## src/rtl/dma_ctrl_if.sv

```systemverilog
// Bus bundle for dma_ctrl: CPU-side register port plus the single-word request
// channel towards the DMA master. "master" is the sequencer view, "slave" the peer.
interface dma_ctrl_if #(
  parameter int ADDR_W = 32
) ();
  logic              reg_we;
  logic [4:0]        reg_addr;
  logic [31:0]       reg_wdata;
  logic [31:0]       reg_rdata;
  logic              mst_req;
  logic              mst_write;
  logic [ADDR_W-1:0] mst_addr;
  logic [31:0]       mst_wdata;
  logic [3:0]        mst_wstrb;
  logic              mst_ack;
  logic [31:0]       mst_rdata;
  logic              dma_irq;

  modport master (
    input  reg_we, reg_addr, reg_wdata, mst_ack, mst_rdata,
    output reg_rdata, mst_req, mst_write, mst_addr, mst_wdata, mst_wstrb, dma_irq
  );

  modport slave (
    output reg_we, reg_addr, reg_wdata, mst_ack, mst_rdata,
    input  reg_rdata, mst_req, mst_write, mst_addr, mst_wdata, mst_wstrb, dma_irq
  );
endinterface

```

## src/rtl/dma_ctrl.sv

```systemverilog
// Register-programmed DMA sequencer: chunked read-then-write copy through a small FIFO.
// Optional DMA_ABORT_EN: a CTRL write with EN=0 during a transfer aborts after the in-flight ack.
//
// state | meaning
// IDLE  | registers writable, waiting for CTRL.EN=1
// RD    | issuing reads of the current chunk into the buffer
// WR    | draining the buffer into writes
// DONE  | transfer finished, irq asserted until CTRL.EN=0
module dma_ctrl #(
  parameter int ADDR_W    = 32,
  parameter int DATA_W    = 32,
  parameter int BUF_DEPTH = 4
) (
  input  logic        clk,
  input  logic        rst,
  dma_ctrl_if.master  bus
);

  localparam int PW = (BUF_DEPTH > 1) ? $clog2(BUF_DEPTH) : 1;
  localparam int CW = PW + 1;
  localparam logic [CW-1:0]     DEPTH_C = CW'(BUF_DEPTH);
  localparam logic [ADDR_W-1:0] STEP    = ADDR_W'(4);
  localparam logic [ADDR_W-1:0] ALIGN   = ~ADDR_W'(3);

  typedef enum logic [1:0] {S_IDLE, S_RD, S_WR, S_DONE} state_t;

  state_t            state_q, state_d;
  logic              ctrl_en_q, ctrl_en_d;
  logic [ADDR_W-1:0] src_q, src_d;
  logic [ADDR_W-1:0] dst_q, dst_d;
  logic [15:0]       len_q, len_d;
  logic [ADDR_W-1:0] src_ptr_q, src_ptr_d;
  logic [ADDR_W-1:0] dst_ptr_q, dst_ptr_d;
  logic [15:0]       rem_q, rem_d;
  logic [CW-1:0]     chunk_q, chunk_d;
  logic [CW-1:0]     cnt_q, cnt_d;
  logic [PW-1:0]     rptr_q, rptr_d;
  logic [PW-1:0]     wptr_q, wptr_d;
  logic              req_q, req_d;
  logic              write_q, write_d;
  logic [ADDR_W-1:0] addr_q, addr_d;
  logic [DATA_W-1:0] wdata_q, wdata_d;
  logic              irq_q, irq_d;
  logic              aborted_q, aborted_d;
`ifdef DMA_ABORT_EN
  logic              abort_pend_q, abort_pend_d;
`endif

  logic [DATA_W-1:0] buf_q [BUF_DEPTH];

  logic              ctrl_wr, src_wr, dst_wr, len_wr, wr_en;
  logic              acked, push, to_idle, abort_now, busy;
  logic [CW-1:0]     cnt_inc, cnt_dec;
  logic [PW-1:0]     rptr_nx;
  logic [15:0]       rem_dec;
  logic [31:0]       status;

  assign ctrl_wr = bus.reg_we && (bus.reg_addr == 5'h00);
  assign src_wr  = bus.reg_we && (bus.reg_addr == 5'h04);
  assign dst_wr  = bus.reg_we && (bus.reg_addr == 5'h08);
  assign len_wr  = bus.reg_we && (bus.reg_addr == 5'h0C);
  assign wr_en   = bus.reg_wdata[0];
  assign busy    = (state_q == S_RD) || (state_q == S_WR);
  assign acked   = bus.mst_ack && req_q && busy;

  assign cnt_inc = cnt_q + CW'(1);
  assign cnt_dec = cnt_q - CW'(1);
  assign rptr_nx = rptr_q + PW'(1);
  assign rem_dec = rem_q - 16'd1;

  function automatic logic [CW-1:0] chunk_of(input logic [15:0] r);
    return (r >= 16'(BUF_DEPTH)) ? DEPTH_C : r[CW-1:0];
  endfunction

  always_comb begin
    state_d   = state_q;
    ctrl_en_d = ctrl_en_q;
    src_d     = src_q;
    dst_d     = dst_q;
    len_d     = len_q;
    src_ptr_d = src_ptr_q;
    dst_ptr_d = dst_ptr_q;
    rem_d     = rem_q;
    chunk_d   = chunk_q;
    cnt_d     = cnt_q;
    rptr_d    = rptr_q;
    wptr_d    = wptr_q;
    req_d     = req_q;
    write_d   = write_q;
    addr_d    = addr_q;
    wdata_d   = wdata_q;
    aborted_d = aborted_q;
    push      = 1'b0;
    to_idle   = 1'b0;
    abort_now = 1'b0;
`ifdef DMA_ABORT_EN
    abort_pend_d = abort_pend_q;
`endif

    if (state_q == S_IDLE) begin
      if (src_wr) src_d = ADDR_W'(bus.reg_wdata) & ALIGN;
      if (dst_wr) dst_d = ADDR_W'(bus.reg_wdata) & ALIGN;
      if (len_wr) len_d = bus.reg_wdata[15:0];
    end

    case (state_q)
      S_IDLE: begin
        if (ctrl_wr) begin
          ctrl_en_d = wr_en;
          if (wr_en) begin
            src_ptr_d = src_q;
            dst_ptr_d = dst_q;
            rem_d     = len_q;
            chunk_d   = chunk_of(len_q);
            cnt_d     = '0;
            rptr_d    = '0;
            wptr_d    = '0;
            aborted_d = 1'b0;
            state_d   = (len_q == 16'd0) ? S_DONE : S_RD;
          end
        end
      end

      S_RD, S_WR: begin
`ifdef DMA_ABORT_EN
        if (ctrl_wr && !wr_en) begin
          abort_pend_d = 1'b1;
          ctrl_en_d    = 1'b0;
        end
        abort_now = abort_pend_q || (ctrl_wr && !wr_en);
`endif
        if (!req_q) begin
          // Only reachable in the launch cycle right after the start write.
          if (abort_now) begin
            to_idle = 1'b1;
          end else if (state_q == S_RD) begin
            req_d   = 1'b1;
            write_d = 1'b0;
            addr_d  = src_ptr_q;
          end else begin
            req_d   = 1'b1;
            write_d = 1'b1;
            addr_d  = dst_ptr_q;
            wdata_d = buf_q[rptr_q];
          end
        end else if (acked && (state_q == S_RD)) begin
          push      = 1'b1;
          src_ptr_d = src_ptr_q + STEP;
          wptr_d    = wptr_q + PW'(1);
          cnt_d     = cnt_inc;
          if (abort_now) begin
            to_idle = 1'b1;
          end else if (cnt_inc == chunk_q) begin
            state_d = S_WR;
            req_d   = 1'b1;
            write_d = 1'b1;
            addr_d  = dst_ptr_q;
            // A one-word chunk has its head word arriving on this very ack.
            wdata_d = (cnt_q == '0) ? bus.mst_rdata : buf_q[rptr_q];
          end else begin
            req_d   = 1'b1;
            write_d = 1'b0;
            addr_d  = src_ptr_q + STEP;
          end
        end else if (acked) begin
          rptr_d    = rptr_nx;
          cnt_d     = cnt_dec;
          dst_ptr_d = dst_ptr_q + STEP;
          rem_d     = rem_dec;
          if (abort_now) begin
            to_idle = 1'b1;
          end else if (cnt_dec != '0) begin
            req_d   = 1'b1;
            write_d = 1'b1;
            addr_d  = dst_ptr_q + STEP;
            wdata_d = buf_q[rptr_nx];
          end else if (rem_dec == 16'd0) begin
            state_d = S_DONE;
            req_d   = 1'b0;
            write_d = 1'b0;
          end else begin
            state_d = S_RD;
            chunk_d = chunk_of(rem_dec);
            req_d   = 1'b1;
            write_d = 1'b0;
            addr_d  = src_ptr_q;
          end
        end
      end

      S_DONE: begin
        if (ctrl_wr && !wr_en) begin
          ctrl_en_d = 1'b0;
          state_d   = S_IDLE;
        end
      end

      default: state_d = S_IDLE;
    endcase

    if (to_idle) begin
      state_d   = S_IDLE;
      req_d     = 1'b0;
      write_d   = 1'b0;
      aborted_d = 1'b1;
      cnt_d     = '0;
      rptr_d    = '0;
      wptr_d    = '0;
`ifdef DMA_ABORT_EN
      abort_pend_d = 1'b0;
`endif
    end

    // The start edge is excluded so a zero-length job still spends one cycle before irq.
    irq_d = (state_d == S_DONE) && (state_q != S_IDLE);
  end

  always_ff @(posedge clk or negedge rst) begin
    if (!rst) begin
      state_q   <= S_IDLE;
      ctrl_en_q <= 1'b0;
      src_q     <= '0;
      dst_q     <= '0;
      len_q     <= '0;
      src_ptr_q <= '0;
      dst_ptr_q <= '0;
      rem_q     <= '0;
      chunk_q   <= '0;
      cnt_q     <= '0;
      rptr_q    <= '0;
      wptr_q    <= '0;
      req_q     <= 1'b0;
      write_q   <= 1'b0;
      addr_q    <= '0;
      wdata_q   <= '0;
      irq_q     <= 1'b0;
      aborted_q <= 1'b0;
`ifdef DMA_ABORT_EN
      abort_pend_q <= 1'b0;
`endif
    end else begin
      state_q   <= state_d;
      ctrl_en_q <= ctrl_en_d;
      src_q     <= src_d;
      dst_q     <= dst_d;
      len_q     <= len_d;
      src_ptr_q <= src_ptr_d;
      dst_ptr_q <= dst_ptr_d;
      rem_q     <= rem_d;
      chunk_q   <= chunk_d;
      cnt_q     <= cnt_d;
      rptr_q    <= rptr_d;
      wptr_q    <= wptr_d;
      req_q     <= req_d;
      write_q   <= write_d;
      addr_q    <= addr_d;
      wdata_q   <= wdata_d;
      irq_q     <= irq_d;
      aborted_q <= aborted_d;
`ifdef DMA_ABORT_EN
      abort_pend_q <= abort_pend_d;
`endif
    end
  end

  // Storage only; validity is tracked by the reset pointers and count.
  always_ff @(posedge clk) begin
    if (push) buf_q[wptr_q] <= bus.mst_rdata;
  end

  assign status = {16'h0, rem_q[7:0], 5'b0, aborted_q, irq_q, busy};

  always_comb begin
    case (bus.reg_addr)
      5'h00:   bus.reg_rdata = {31'h0, ctrl_en_q};
      5'h04:   bus.reg_rdata = 32'(src_q);
      5'h08:   bus.reg_rdata = 32'(dst_q);
      5'h0C:   bus.reg_rdata = {16'h0, len_q};
      5'h10:   bus.reg_rdata = status;
      default: bus.reg_rdata = 32'h0;
    endcase
  end

  assign bus.mst_req   = req_q;
  assign bus.mst_write = write_q;
  assign bus.mst_addr  = addr_q;
  assign bus.mst_wdata = wdata_q;
  assign bus.mst_wstrb = 4'hF;
  assign bus.dma_irq   = irq_q;

endmodule

```

## src/flat_wrapper.sv

```systemverilog
// flat-port wrapper written by rule: the top's interface ports become plain ports
module dma_ctrl_flat 
#(
  parameter int ADDR_W    = 32,
  parameter int DATA_W    = 32,
  parameter int BUF_DEPTH = 4
)
  (clk, rst, bus_reg_we, bus_reg_addr, bus_reg_wdata, bus_mst_ack, bus_mst_rdata, bus_reg_rdata, bus_mst_req, bus_mst_write, bus_mst_addr, bus_mst_wdata, bus_mst_wstrb, bus_dma_irq);
  dma_ctrl_if #(.ADDR_W(ADDR_W)) bus_i ();
  input  logic clk;
  input  logic rst;
  input wire logic [$bits(bus_i.reg_we)-1:0] bus_reg_we;
  input wire logic [$bits(bus_i.reg_addr)-1:0] bus_reg_addr;
  input wire logic [$bits(bus_i.reg_wdata)-1:0] bus_reg_wdata;
  input wire logic [$bits(bus_i.mst_ack)-1:0] bus_mst_ack;
  input wire logic [$bits(bus_i.mst_rdata)-1:0] bus_mst_rdata;
  output wire logic [$bits(bus_i.reg_rdata)-1:0] bus_reg_rdata;
  output wire logic [$bits(bus_i.mst_req)-1:0] bus_mst_req;
  output wire logic [$bits(bus_i.mst_write)-1:0] bus_mst_write;
  output wire logic [$bits(bus_i.mst_addr)-1:0] bus_mst_addr;
  output wire logic [$bits(bus_i.mst_wdata)-1:0] bus_mst_wdata;
  output wire logic [$bits(bus_i.mst_wstrb)-1:0] bus_mst_wstrb;
  output wire logic [$bits(bus_i.dma_irq)-1:0] bus_dma_irq;
  assign bus_i.reg_we = bus_reg_we;
  assign bus_i.reg_addr = bus_reg_addr;
  assign bus_i.reg_wdata = bus_reg_wdata;
  assign bus_i.mst_ack = bus_mst_ack;
  assign bus_i.mst_rdata = bus_mst_rdata;
  assign bus_reg_rdata = bus_i.reg_rdata;
  assign bus_mst_req = bus_i.mst_req;
  assign bus_mst_write = bus_i.mst_write;
  assign bus_mst_addr = bus_i.mst_addr;
  assign bus_mst_wdata = bus_i.mst_wdata;
  assign bus_mst_wstrb = bus_i.mst_wstrb;
  assign bus_dma_irq = bus_i.dma_irq;
  dma_ctrl #(.ADDR_W(ADDR_W), .DATA_W(DATA_W), .BUF_DEPTH(BUF_DEPTH)) u_core (.clk(clk), .rst(rst), .bus(bus_i));
endmodule
```

## config.mk

```make
export PLATFORM = sky130hd
export DESIGN_NAME = dma_ctrl_flat
export DESIGN_NICKNAME = d
export VERILOG_FILES = /design/src/rtl/dma_ctrl_if.sv /design/src/rtl/dma_ctrl.sv /design/src/flat_wrapper.sv
export SDC_FILE = /design/constraint.sdc
export NUM_CORES = 1
export LEC_CHECK = 0
export BUFFER_PORTS_ARGS = -buffer_cell sky130_fd_sc_hd__buf_2
export CAP_MARGIN = 20
export CORE_MARGIN = 2
export CORE_UTILIZATION = 45
export CTS_CLUSTER_DIAMETER = 80
export DETAILED_ROUTE_END_ITERATION = 10
export PLACE_DENSITY = 0.77
export SETUP_SLACK_MARGIN = 0.15
export SYNTH_ARGS = -nofsm -noshare
export SYNTH_HDL_FRONTEND = slang
export SYNTH_SLANG_ARGS = --single-unit
```

## constraint.sdc

```tcl
create_clock -name clk -period 3.3 [get_ports clk]
set_clock_uncertainty 0.15 [all_clocks]
set_input_delay 0.66 -clock clk [delete_from_list [all_inputs] [get_ports clk]]
set_output_delay 0.66 -clock clk [all_outputs]
set_load 0.1 [all_outputs]
```

==> results.toml <==
[cells_and_area]
postLayoutCoreUtil_pct = 54.0
layout-drive-gt1-share_pct = 26.3
finish.net_count = 2077
post-route-cell-area_mm2 = 0.0231
area_growth_pct = 19.2

[sta]
final.period_utilization_pct = 94.9
post-route-worst-setup-slack_ps = 169
finalCriticalPeriod_ps = 3130
totalNegativeSetupSlack_ps = 0
slew_hr_pct = 21.3
worst-slew-pin-transition_ps = 1180
top_achievable_clock_speed_ghz = 0.319
holdWs_ps = -23.1
setup_viol_count_final = 0
finalHoldViolations = 8
timing_max_transition_violations_final = 0
rsz0062_at_grt = "yes"

[synthesis]
netlist-cell-type-count = 75
synth_top_flop_cell = "sky130_fd_sc_hd__dfrtp_1"
ys_warn_count = 0
async_flop_share_pct = 64.2
ys_seq_area_share_pct = 49.5
ys_ff_latch = 358
edff_count_synth = 128
instance_count_of_the_mapped_netlist = 1857
synthesis.area_per_instance_um2 = 10.4
mappedNetlistArea_mm2 = 0.0194

[cts]
path_clk_slew_ps = 60
numCtsBuffers = 41
cts_sinks = 358
cts.path.max_buffers = 3
clk-insertion-delay-late_ps = 570
postCtsHoldBufs = 0
root_buffer = "sky130_fd_sc_hd__clkbuf_16"
cts_tree = "done"
clock_tree.htree_level_count = 2

[drt]
routed_wl_um = 60200
firstDrtPassIters = 6
routed_via_density = 6.37
dr_total_vias = 16352
ant_nets = 0
detail_route.drc_violations = 0
detail_route.iter0.violations = 1953
drt-wirelength-per-cell_um = 23.4

[pwr]
power_density_mw_per_mm2 = 952
irDropWorstVdd_v = 0.000780
power.total_w = 0.0220
leakagePower_nw = 9.48

[outcome]
run_status = "complete, but fails checks"
violations = "negative hold slack"

[floorplanning]
initial_utilization_pct = 45.3
core_region_area_mm2 = 0.0428
design.die.area_mm2 = 0.0448
fp-row-count = 76
die_x_um = 212
die_h_um = 212
design.portCount = 176

[place]
place_worst_setup_slack_ps = 97.7
dp_hpwl_um = 41400
port_buffers = 169
gp_congestion = 0.936
placedInstanceArea_mm2 = 0.0217

[hold_path]
hold_path.class = "in2async"

[critical_path]
worstSetupPathType = "reg2reg"
startpoint_type = "flop"
crit_fanout = 11
end_kind = "flop"
cp_data_arrival_time_ps = 3420
cp.required_ps = 3590

[global_route]
overflow = 0
grt_pass1_wl_um = 92600
grt.busiest_layer = "met2"
track_usage_pct = 26.7
pin_count_of_the_biggest_net_entering_global_routing = 95
groute.layer.met2.usage_pct = 40.4
grtUsageMet1_pct = 38.9
initial_antenna_violation_count = 2
grt_pass1_vias = 15697
grtUsageMet3_pct = 5.19

[run]
max_cap_violations = 0
[routing by layer]
| metal | wire length [um] | vias up | part of all wire (%) |
|---|---|---|---|
| met1 | 25900 | 8074 | 43 |
| met2 | 27100 | 888 | 45 |
| met3 | 5730 | 104 | 9.5 |
| met5 | 0 | - | 0 |
| met4 | 1400 | 0 | 2.3 |
| li1 | - | 7286 | - |
[timing repair]
action / in CTS / in global routing
buffers inserted: 0 / 2
resized for setup: 1 / 6
setup endpoints to repair: 21 / 42
gates cloned: 0 / 2
pin swaps: 0 / 1
[metrics by stage]
step | instances | hold slack, ps
2_1_floorplan | 1861 | 214
3_5_place_dp | 2488 | 315
6_report | 2568 | -23.1
4_1_cts | 2562 | 26.2
3_3_place_gp | 2488 | 307
5_1_grt | 2568 | 49.1
[placed cells by master (no fill, tap or decap), types with 43 or more instances in the layout]
cell type	netlist	layout
sky130_fd_sc_hd__o22ai_1	60	60
sky130_fd_sc_hd__nand2_1	198	192
sky130_fd_sc_hd__mux2i_1	43	43
sky130_fd_sc_hd__dfrtp_1	230	227
sky130_fd_sc_hd__edfxtp_1	128	128
sky130_fd_sc_hd__nor2_1	88	77
sky130_fd_sc_hd__mux2_2	89	89
sky130_fd_sc_hd__o21ai_0	151	150
sky130_fd_sc_hd__nand3_1	71	71
sky130_fd_sc_hd__buf_4	11	78
sky130_fd_sc_hd__a21oi_1	128	128
sky130_fd_sc_hd__buf_2	3	142
[layout make-up]
cell class / instances / area [um^2]
Inverter: 18 / 67.6
Antenna cell: 2 / 5.00
Sequential cell: 358 / 9610
Clock buffer: 57 / 1160
Tap cell: 546 / 683
Multi-Input combinational cell: 1308 / 9240
Clock inverter: 17 / 228
Fill cell: 3625 / 19700
Timing Repair Buffer: 262 / 2130
[flip-flops by register name, summed over array words and instances (netlist names), 2 cells and up]
| name | count |
|---|---|
| u_core.buf_q | 128 |
| u_core.bus.mst_wdata | 32 |
| u_core.bus.mst_addr | 30 |
| u_core.dst_ptr_q | 30 |
| u_core.dst_q | 30 |
| u_core.src_ptr_q | 30 |
| u_core.src_q | 30 |
| u_core.len_q | 16 |
| u_core.rem_q | 16 |
| u_core.chunk_q | 3 |
| u_core.cnt_q | 3 |
| u_core.rptr_q | 2 |
| u_core.state_q | 2 |
| u_core.wptr_q | 2 |
[final timing paths]
check,startpoint,endpoint,slack (ps),depth (start not counted)
min in group clk,bus_mst_rdata[0],u_core.buf_q[0][0],180,1
hold / removal,rst,u_core.bus.mst_addr[19],-20,1
max in group asynchronous,rst,u_core.bus.mst_wdata[24],2100,2
hold reg to reg,u_core.bus.mst_wdata[3],u_core.bus.mst_wdata[3],320,2
setup reg to reg,u_core.cnt_q[0],u_core.bus.mst_addr[16],170,9
setup / recovery,u_core.cnt_q[0],u_core.bus.mst_addr[16],170,9
[worst max-delay path, cell delays in order (launching register included)]
cell and delay, ps:
sky130_fd_sc_hd__dfrtp_1 430, sky130_fd_sc_hd__inv_1 160, sky130_fd_sc_hd__ha_1 300, sky130_fd_sc_hd__xor2_1 200
sky130_fd_sc_hd__nor2_1 70, sky130_fd_sc_hd__nor2_1 860, sky130_fd_sc_hd__a22oi_1 220, sky130_fd_sc_hd__o311ai_0 190
sky130_fd_sc_hd__a21oi_1 130, sky130_fd_sc_hd__o31ai_1 280
[synthesized netlist by cell type, drive strengths merged, types with 16 or more instances]
| library cell | instances | area, um^2 |
|---|---|---|
| and3 | 31 | 194 |
| clkbuf | 144 | 542 |
| nor2b | 31 | 194 |
| a21oi | 128 | 641 |
| o22ai | 60 | 375 |
| a22oi | 16 | 120 |
| edfxtp | 128 | 3840 |
| dfrtp | 230 | 5760 |
| a211oi | 20 | 155 |
| mux4 | 40 | 901 |
| mux2i | 43 | 430 |
| nor2 | 88 | 330 |
| xnor2 | 23 | 201 |
| nand2 | 198 | 743 |
| nand3 | 71 | 355 |
| nand4 | 21 | 131 |
| o21ai | 151 | 756 |
| mux2 | 89 | 1000 |
| a22o | 30 | 263 |
| xor2 | 22 | 193 |
| nor3 | 23 | 115 |
| inv | 18 | 67.6 |
| buf | 35 | 195 |
[power by group]
| part | switching (W) | internal (W) | total, W | leakage, nW |
|---|---|---|---|---|
| clock | 0.00188 | 0.00278 | 0.00466 | 0.672 |
| combinational | 0.00666 | 0.00339 | 0.0100 | 4.68 |
| sequential | 0.00158 | 0.00571 | 0.00730 | 4.13 |
| total | 0.0101 | 0.0119 | 0.0220 | 9.48 |
[logic make-up (layout without fill, tap and decap cells)]
group / count (synthesis) / in the layout / synth area share [%]
other: 2 / 8 / 0.0387
adders and majority gates: 15 / 15 / 0.968
muxes: 172 / 172 / 12.0
AOI/OAI and AO/OA: 542 / 543 / 18.2
and+or+nand+nor: 525 / 526 / 13.0
xor gates and xnor gates: 46 / 46 / 2.15
DFF: 358 / 358 / 49.5
buffers and inverters: 197 / 354 / 4.15
Note: power is estimated with default switching activity, not from simulation.
